--- src/rtl/lcd_frame_scheduler.sv ---
// Double-buffered frame RAM bank control and LCD driver refresh sequencing.
// Refreshes come from a free-running tick or a commit; a commit swaps the displayed bank before its refresh.
module lcd_frame_scheduler #(
    parameter int REFRESH_CYCLES = 1000000,
    parameter int START_HOLD     = 4,
    parameter int TIMEOUT        = 4096
) (
    input  logic       clk,
    input  logic       rstn,
    input  logic       commit_i,
    input  logic       wr_en_i,
    input  logic [9:0] wr_addr_i,
    input  logic [7:0] wr_data_i,
    output logic       b0_we_o,
    output logic       b1_we_o,
    output logic [9:0] wr_addr_o,
    output logic [7:0] wr_data_o,
    input  logic [9:0] drv_addr_i,
    input  logic [7:0] b0_rdata_i,
    input  logic [7:0] b1_rdata_i,
    output logic [7:0] drv_data_o,
    output logic       start_o,
    output logic       front_sel_o,
    output logic       busy_o,
    output logic       overrun_o,
    output logic       timeout_o
);

    localparam int TICK_W  = (REFRESH_CYCLES > 1) ? $clog2(REFRESH_CYCLES) : 1;
    localparam int CNT_MAX = (TIMEOUT > START_HOLD) ? TIMEOUT : START_HOLD;
    localparam int CNT_W   = $clog2(CNT_MAX + 1);

    localparam logic [TICK_W-1:0] TICK_LAST = TICK_W'(REFRESH_CYCLES - 1);
    localparam logic [CNT_W-1:0]  HOLD_LAST = CNT_W'(START_HOLD - 1);
    localparam logic [CNT_W-1:0]  RUN_LAST  = CNT_W'(TIMEOUT - 1);

    typedef enum logic [1:0] {
        ST_IDLE,
        ST_SWAP,
        ST_START,
        ST_RUN
    } state_t;

    state_t              r_state;
    logic [TICK_W-1:0]   r_tick;
    logic [CNT_W-1:0]    r_cnt;
    logic [9:0]          r_prev_addr;
    logic                r_refresh_req;
    logic                r_commit_pend;
    logic                r_start;
    logic                r_front_sel;
    logic                r_busy;
    logic                r_overrun;
    logic                r_timeout;

    logic                w_tick_last;
    logic                w_refresh;
    logic                w_done;
    logic                w_in_swap;
    logic                w_idle_to_start;

    // A tick landing in the same cycle IDLE is checked starts the refresh at once.
    assign w_tick_last     = (r_tick == TICK_LAST);
    assign w_refresh       = r_refresh_req | w_tick_last;
    assign w_done          = (r_prev_addr == 10'h3FF) && (drv_addr_i == 10'h000);
    assign w_in_swap       = (r_state == ST_SWAP);
    assign w_idle_to_start = (r_state == ST_IDLE) && !r_commit_pend && w_refresh;

    // Writes follow the registered bank select, so a write during SWAP lands in the old back bank.
    assign b0_we_o     = wr_en_i & r_front_sel;
    assign b1_we_o     = wr_en_i & ~r_front_sel;
    assign wr_addr_o   = wr_addr_i;
    assign wr_data_o   = wr_data_i;
    assign drv_data_o  = r_front_sel ? b1_rdata_i : b0_rdata_i;

    assign start_o     = r_start;
    assign front_sel_o = r_front_sel;
    assign busy_o      = r_busy;
    assign overrun_o   = r_overrun;
    assign timeout_o   = r_timeout;

    // NOTE: all state below uses non-blocking assignments so every register samples pre-edge values.
    always_ff @(posedge clk or negedge rstn) begin
        if (!rstn) begin
            r_tick      <= '0;
            r_prev_addr <= '0;
        end else begin
            r_tick      <= w_tick_last ? '0 : r_tick + 1'b1;
            r_prev_addr <= drv_addr_i;
        end
    end

    always_ff @(posedge clk or negedge rstn) begin
        if (!rstn) begin
            r_refresh_req <= 1'b0;
            r_commit_pend <= 1'b0;
            r_overrun     <= 1'b0;
        end else begin
            if (w_in_swap || w_idle_to_start) begin
                r_refresh_req <= 1'b0;
            end else if (w_tick_last) begin
                r_refresh_req <= 1'b1;
            end
            r_commit_pend <= commit_i | (r_commit_pend & ~w_in_swap);
            if (commit_i && r_commit_pend && !w_in_swap) begin
                r_overrun <= 1'b1;
            end
        end
    end

    always_ff @(posedge clk or negedge rstn) begin
        if (!rstn) begin
            r_state     <= ST_IDLE;
            r_cnt       <= '0;
            r_start     <= 1'b0;
            r_front_sel <= 1'b0;
            r_busy      <= 1'b0;
            r_timeout   <= 1'b0;
        end else begin
            case (r_state)
                ST_IDLE: begin
                    if (r_commit_pend) begin
                        r_state <= ST_SWAP;
                        r_busy  <= 1'b1;
                    end else if (w_refresh) begin
                        r_state <= ST_START;
                        r_busy  <= 1'b1;
                        r_start <= 1'b1;
                        r_cnt   <= '0;
                    end
                end
                ST_SWAP: begin
                    r_front_sel <= ~r_front_sel;
                    r_state     <= ST_START;
                    r_start     <= 1'b1;
                    r_cnt       <= '0;
                end
                ST_START: begin
                    if (r_cnt == HOLD_LAST) begin
                        r_start <= 1'b0;
                        r_state <= ST_RUN;
                        r_cnt   <= '0;
                    end else begin
                        r_cnt <= r_cnt + 1'b1;
                    end
                end
                ST_RUN: begin
                    if (w_done) begin
                        r_state <= ST_IDLE;
                        r_busy  <= 1'b0;
                        r_cnt   <= '0;
                    end else if (r_cnt == RUN_LAST) begin
                        r_state   <= ST_IDLE;
                        r_busy    <= 1'b0;
                        r_cnt     <= '0;
                        r_timeout <= 1'b1;
                    end else begin
                        r_cnt <= r_cnt + 1'b1;
                    end
                end
                default: begin
                    r_state <= ST_IDLE;
                    r_busy  <= 1'b0;
                    r_start <= 1'b0;
                    r_cnt   <= '0;
                end
            endcase
        end
    end

endmodule

--- config.mk ---
export PLATFORM = sky130hd
export DESIGN_NAME = lcd_frame_scheduler
export DESIGN_NICKNAME = d
export VERILOG_FILES = /design/src/rtl/lcd_frame_scheduler.sv
export SDC_FILE = /design/constraint.sdc
export NUM_CORES = 1
export LEC_CHECK = 0
export BUFFER_PORTS_ARGS = -buffer_cell sky130_fd_sc_hd__buf_2
export CORE_MARGIN = 2
export CORE_UTILIZATION = 35
export DETAILED_ROUTE_END_ITERATION = 12
export GPL_TIMING_DRIVEN = 1
export PLACE_DENSITY = 0.68
export SLEW_MARGIN = 20
export SYNTH_ARGS = -nofsm -noshare
export SYNTH_HDL_FRONTEND = slang
export SYNTH_SLANG_ARGS = --single-unit
--- constraint.sdc ---
create_clock -name clk -period 2.84 [get_ports clk]
set_input_delay 0.568 -clock clk [delete_from_list [all_inputs] [get_ports clk]]
set_output_delay 0.568 -clock clk [all_outputs]
set_load 0.01 [all_outputs]
==> Word-level counts from Yosys, hierarchy flattened <==
Cells that the tools add are included.
{ "classes": {"n_reduce_logical": 18, "mux": 24, "bitwise": 8, "addsub": 2, "n_eq_ne": 12} }
{ "op_table": {"columns": ["cell", "n"], "rows": [
  ["$mux W13", 5],
  ["$pmux W13 S4", 1],
  ["$add A20 B1 Y20 const B", 1],
  ["$eq A20 B20 Y1 const B", 1],
  ["$mux W20", 1],
  ["$add A13 B1 Y13 const B", 1],
  ["$eq A13 B12 Y1 const B", 1],
  ["$eq A13 B2 Y1 const B", 1],
  ["$eq A10 B10 Y1 const B", 1],
  ["$logic_not A10 Y1", 1],
  ["$mux W2", 5],
  ["$reduce_and A3 Y1", 3],
  ["$mux W1", 8],
  ["$mux W8", 1],
  ["$pmux W2 S4", 1],
  ["$ne A2 B2 Y1 const B", 3],
  ["$ne A3 B3 Y1 const B", 2],
  ["$logic_and A1 B1 Y1", 5],
  ["$eq A2 B2 Y1 const B", 2],
  ["$reduce_and A4 Y1", 1],
  ["$reduce_bool A2 Y1", 2],
  ["$and A1 B1 Y1", 3],
  ["$not A1 Y1", 3],
  ["$pmux W1 S3", 1],
  ["other kinds (8)", 10]
]} }
{ "word_totals": {"ff_bits": 52, "in_bits": 48, "output_inout_bits": 33} }

==> Longest topological paths before layout <==
{ "logic_depth": {"depth_word": 5, "mapped_depth": 8, "mapped_depth_nobuf": 7} }

==> Least setup slack after synthesis <==
No wires, ideal clock.
{ "synth_timing": {"path_type": "input-to-reg", "startpoint": "in drv_addr_i[4]", "endpoint": "reg r_cnt[4]", "arrival_time_ns": 2.065, "n_path_buf": 1, "required_time_ns": 2.719, "path_stages": 7, "path_slack_ns": 0.654, "setup_ns": 0.121, "cell_sequence": "nor4_1 nand3_1 o31ai_1 o21a_1 clkbuf_2 o21ai_0 a22o_1"} }
{ "synth_between": {"elab_chain_len": 4} }
{ "synth_lines": {"columns": ["element", "line", "text"], "rows": [
  ["from (decl)", "18", "input logic [9:0] drv_addr_i,"],
  ["$logic_not A10 Y1", "65", "assign w_done = (r_prev_addr == 10'h3FF) && (drv_addr_i == 10'h000);"],
  ["$logic_and A1 B1 Y1", "65", null],
  ["$mux W13", "148", "if (w_done) begin"],
  ["$pmux W13 S4", "120", "case (r_state)"],
  ["to (signal assigned)", "144", "r_cnt <= r_cnt + 1'b1;"],
  ["to (signal assigned)", "158", "r_cnt <= r_cnt + 1'b1;"],
  ["to (decl)", "46", "logic [CNT_W-1:0] r_cnt;"]
]} }
Every way passes these cells.
A chain may end at the register's enable or synchronous reset.

==> Final worst setup path <==
{ "layout_timing": {"startpoint": "reg r_tick[11]", "endpoint": "reg r_cnt[5]"} }
{ "layout_between": {"elab_chain_len": 4} }
{ "layout_lines": {"columns": ["element", "line", "text"], "rows": [
  ["from (decl)", "45", "logic [TICK_W-1:0] r_tick;"],
  ["from (signal assigned)", "88", "r_tick <= w_tick_last ? '0 : r_tick + 1'b1;"],
  ["$eq A20 B20 Y1", "63", "assign w_tick_last = (r_tick == TICK_LAST);"],
  ["$or A1 B1 Y1", "64", "assign w_refresh = r_refresh_req | w_tick_last;"],
  ["$ne A2 B2 Y1 (no line)", null, null],
  ["$reduce_and A2 Y1 (no line)", null, null]
]} }
Every way passes these cells.

==> flow_summary_export.csv <==
group,metric,value,unit
sta,fin_hold_ws,0.223,ns
global_routing,antenna_found_initial,0,
sta,setup_ws,0.415,ns
clocking,postCtsResizedCells,0,
clocking,cts_tree,"yes",
cells_and_area,drive_gt1_share,26.7,%
critical_path,r2r_start,"r_tick[11]$_DFF_PN0_",
global_routing,gr-usage-all-layers,12.9,%
routing,top_layer,"met4",
placed_design,pre_cts_slack,0.418,ns
yosys,ys_seq_area_share,48.7,%
critical_path,crit_path_max_incr_delay,0.54,ns
critical_path,crit_path_end_kind,"register",
run_status,status,"completed",
cells_and_area,finalInstanceArea,2950,um2
die,die_y,91.3,um
global_routing,grt_pass1_wl,8870,um
placed_design,place_area,2860,um2
power,p_leak,1.42,nW
die,coreArea,7330,um2
yosys,ys_ff_latch,52,
run,max_cap_violations,0,
critical_path,cp.required,3.04,ns
yosys,async_flop_share,100,%
sta,rsz0062_at_grt,"false",
critical_path,worstPathCellList,"or4b_1 > nor4_2 > a21oi_2 > o21ai_2 > o21ai_0 > a22o_1",
sta,clock_skew,0.00948,ns
clocking,clock_sinks,52,
power,p_per_area,689,nW/um2
sta,fin_tns_setup,0,ns
critical_path,crit_type,"register to register",
critical_path,path_max_fanout,12,
critical_path,cp-start-kind,"register",
placed_design,hpwlAfterDp,3660,um
yosys,syn_nets,304,
routing,met2WireLength,2320,um
sta,period_share,85.4,%
yosys,synthCells,249,
worst_hold_path,worstHoldPathType,"input port to asynchronous set/reset pin",
yosys,syn_area_per_cell,10.7,um2
clocking,clkTransAtPathRegs,0.10,ns
yosys,yosysTopAreaCell,"dfrtp_1",
clocking,cts_buffers,5,
critical_path,crit_buf_inv,0,
placed_design,place.gp.congestion,0.790,
sta,slew_headroom,70.8,%
cells_and_area,syn_to_final_growth,10.6,%
clocking,cts_root_buf,"clkbuf_8",
die,initial_core_util,36.4,%
routing,met3_wirelength,354,um
critical_path,cp.depth,6,
critical_path,r2r_end,"r_cnt[5]$_DFFE_PN0P_",
cells_and_area,final_common_cell,"dfrtp_1",
sta,fin_crit,2.42,ns
die,die_w,91.3,um
cells_and_area,final_cell_mix,"dfrtp_1 (52), buf_2 (44), nor2_1 (20)",
clocking,worstSkewPairLatency,0.31,ns
routing,drt_iter0_markers,69,
clocking,post_cts_buffers,0,
sta,worst_slew_pin_slew,0.438,ns
sta,slew_violations,0,
clocking,hold_buffers,0,
global_routing,overflow,0,
cells_and_area,nNetsFinal,335,
power,vdd_drop_max,0.000556,V
yosys,syn_area,2670,um2
sta,finalSetupViolCount,0,
sta,hold_viol_final,0,
routing,drt-met1-wl,2240,um
sta,fmax,412,MHz
routing,num_vias,1892,
routing,viasPerCell,4.98,
routing,routed_wl,4980,um
yosys,synth_area_leaders,"dfrtp_1 (49%), buf_4 (5.1%), mux2_2 (3.8%)",
routing,dr.pass1.iters,4,
yosys,ys_types,44,
critical_path,cpLargestDelayFamily,"compound AO/OA/AOI/OAI gates",
yosys,synth_edf_count,0,
yosys,synth_ff_type,"dfrtp_1",
die,die-area,8340,um2
critical_path,slowest_stage,"or4b_1",
placed_design,port_buffers,44,
clocking,h-tree-depth,2,
power,p_total,2.03,mW
critical_path,rrSetupSlack,0.42,ns
yosys,synth_top_area_share,48.7,%
critical_path,cp.arrival,2.62,ns
routing,avgRoutedWirePerCell,13.1,um
global_routing,grt_max_degree,33,
critical_path,ff2ff_path_depth,6,
yosys,yosys_warnings,0,
routing,ant_nets,0,
die,row_count,31,
global_routing,grt_pass1_vias,1913,
routing,drc,0,
clocking,clock_path_buffers,2,
die,io_pins,81,
cells_and_area,num_antenna_cells,0,
==> registers in the layout, indices dropped and copies added (netlist names) <==
signal and cells:
r_tick 20, r_cnt 13, r_prev_addr 10, r_state 2, busy_o 1, front_sel_o 1
overrun_o 1, r_commit_pend 1, r_refresh_req 1, start_o 1, timeout_o 1
==> Yosys cell counts, types with 2 or more instances <==
library cell / number
nand3_1: 7
clkbuf_1: 2
a31oi_1: 2
o21ai_0: 9
ha_1: 7
dfrtp_1: 52
a22o_1: 10
inv_1: 7
nand2b_1: 2
nor2_1: 20
nor4_1: 4
and3_2: 2
and3_1: 6
or3_1: 2
o21ai_1: 6
and4_1: 2
or4b_1: 2
nand4_1: 9
nor2b_1: 10
mux2_2: 9
nand2_1: 14
xnor2_1: 7
nor3_1: 5
xor2_1: 11
buf_4: 18
mux2i_1: 4
and2_1: 2
o31ai_1: 2
==> power breakdown <==
part	leakage (nW)	total [mW]	internal, mW	switching [mW]
logic	0.710	0.718	0.316	0.401
registers	0.666	0.886	0.807	0.0792
clock network	0.0445	0.430	0.175	0.255
total	1.42	2.03	1.30	0.735
==> area by class of cell <==
class	count	area, um2
Tap cell	99	124
Fill cell	719	4380
Clock inverter	3	21.3
Inverter	7	26.3
Clock buffer	5	68.8
Multi-Input combinational cell	167	1170
Sequential cell	52	1300
Timing Repair Buffer	47	243
==> metal layers <==
layer | GRT usage, % | vias to the layer above
met5 | 0 | -
met4 | 4.42 | 0
met3 | 3.49 | 8
met2 | 21.1 | 62
met1 | 16.6 | 904
li1 | - | 918
==> cells by family after synthesis <==
kind of cell               synth area share, %
DFF                                       48.7
adders and majority gates                 3.28
muxes                                     5.30
xor gates and xnor gates                  5.90
AOI/OAI and AO/OA                         9.89
and+or+nand+nor                           19.4
buffers and inverters                     7.50
==> stage by stage <==
| step | util (%) | std cells |
|---|---|---|
| floorplan | - | 249 |
| global placement | 39.1 | 372 |
| detailed placement | 39.1 | 372 |
| CTS | 40.3 | 380 |
| global route | 40.3 | 380 |
| finish | 40.3 | 380 |
==> how the worst max path moves through the flow <==
stage	startpoint	to	slack (ns)
floorplan	drv_addr_i[4]	r_cnt[4]$_DFFE_PN0P_	0.65
global placement	r_tick[15]$_DFF_PN0_	r_cnt[4]$_DFFE_PN0P_	0.43
detailed placement	r_tick[11]$_DFF_PN0_	r_cnt[5]$_DFFE_PN0P_	0.42
CTS	r_tick[11]$_DFF_PN0_	r_cnt[5]$_DFFE_PN0P_	0.40
global route	r_tick[11]$_DFF_PN0_	r_cnt[2]$_DFFE_PN0P_	0.21
finish	r_tick[11]$_DFF_PN0_	r_cnt[5]$_DFFE_PN0P_	0.42
Power figures use the tool's default switching activity.
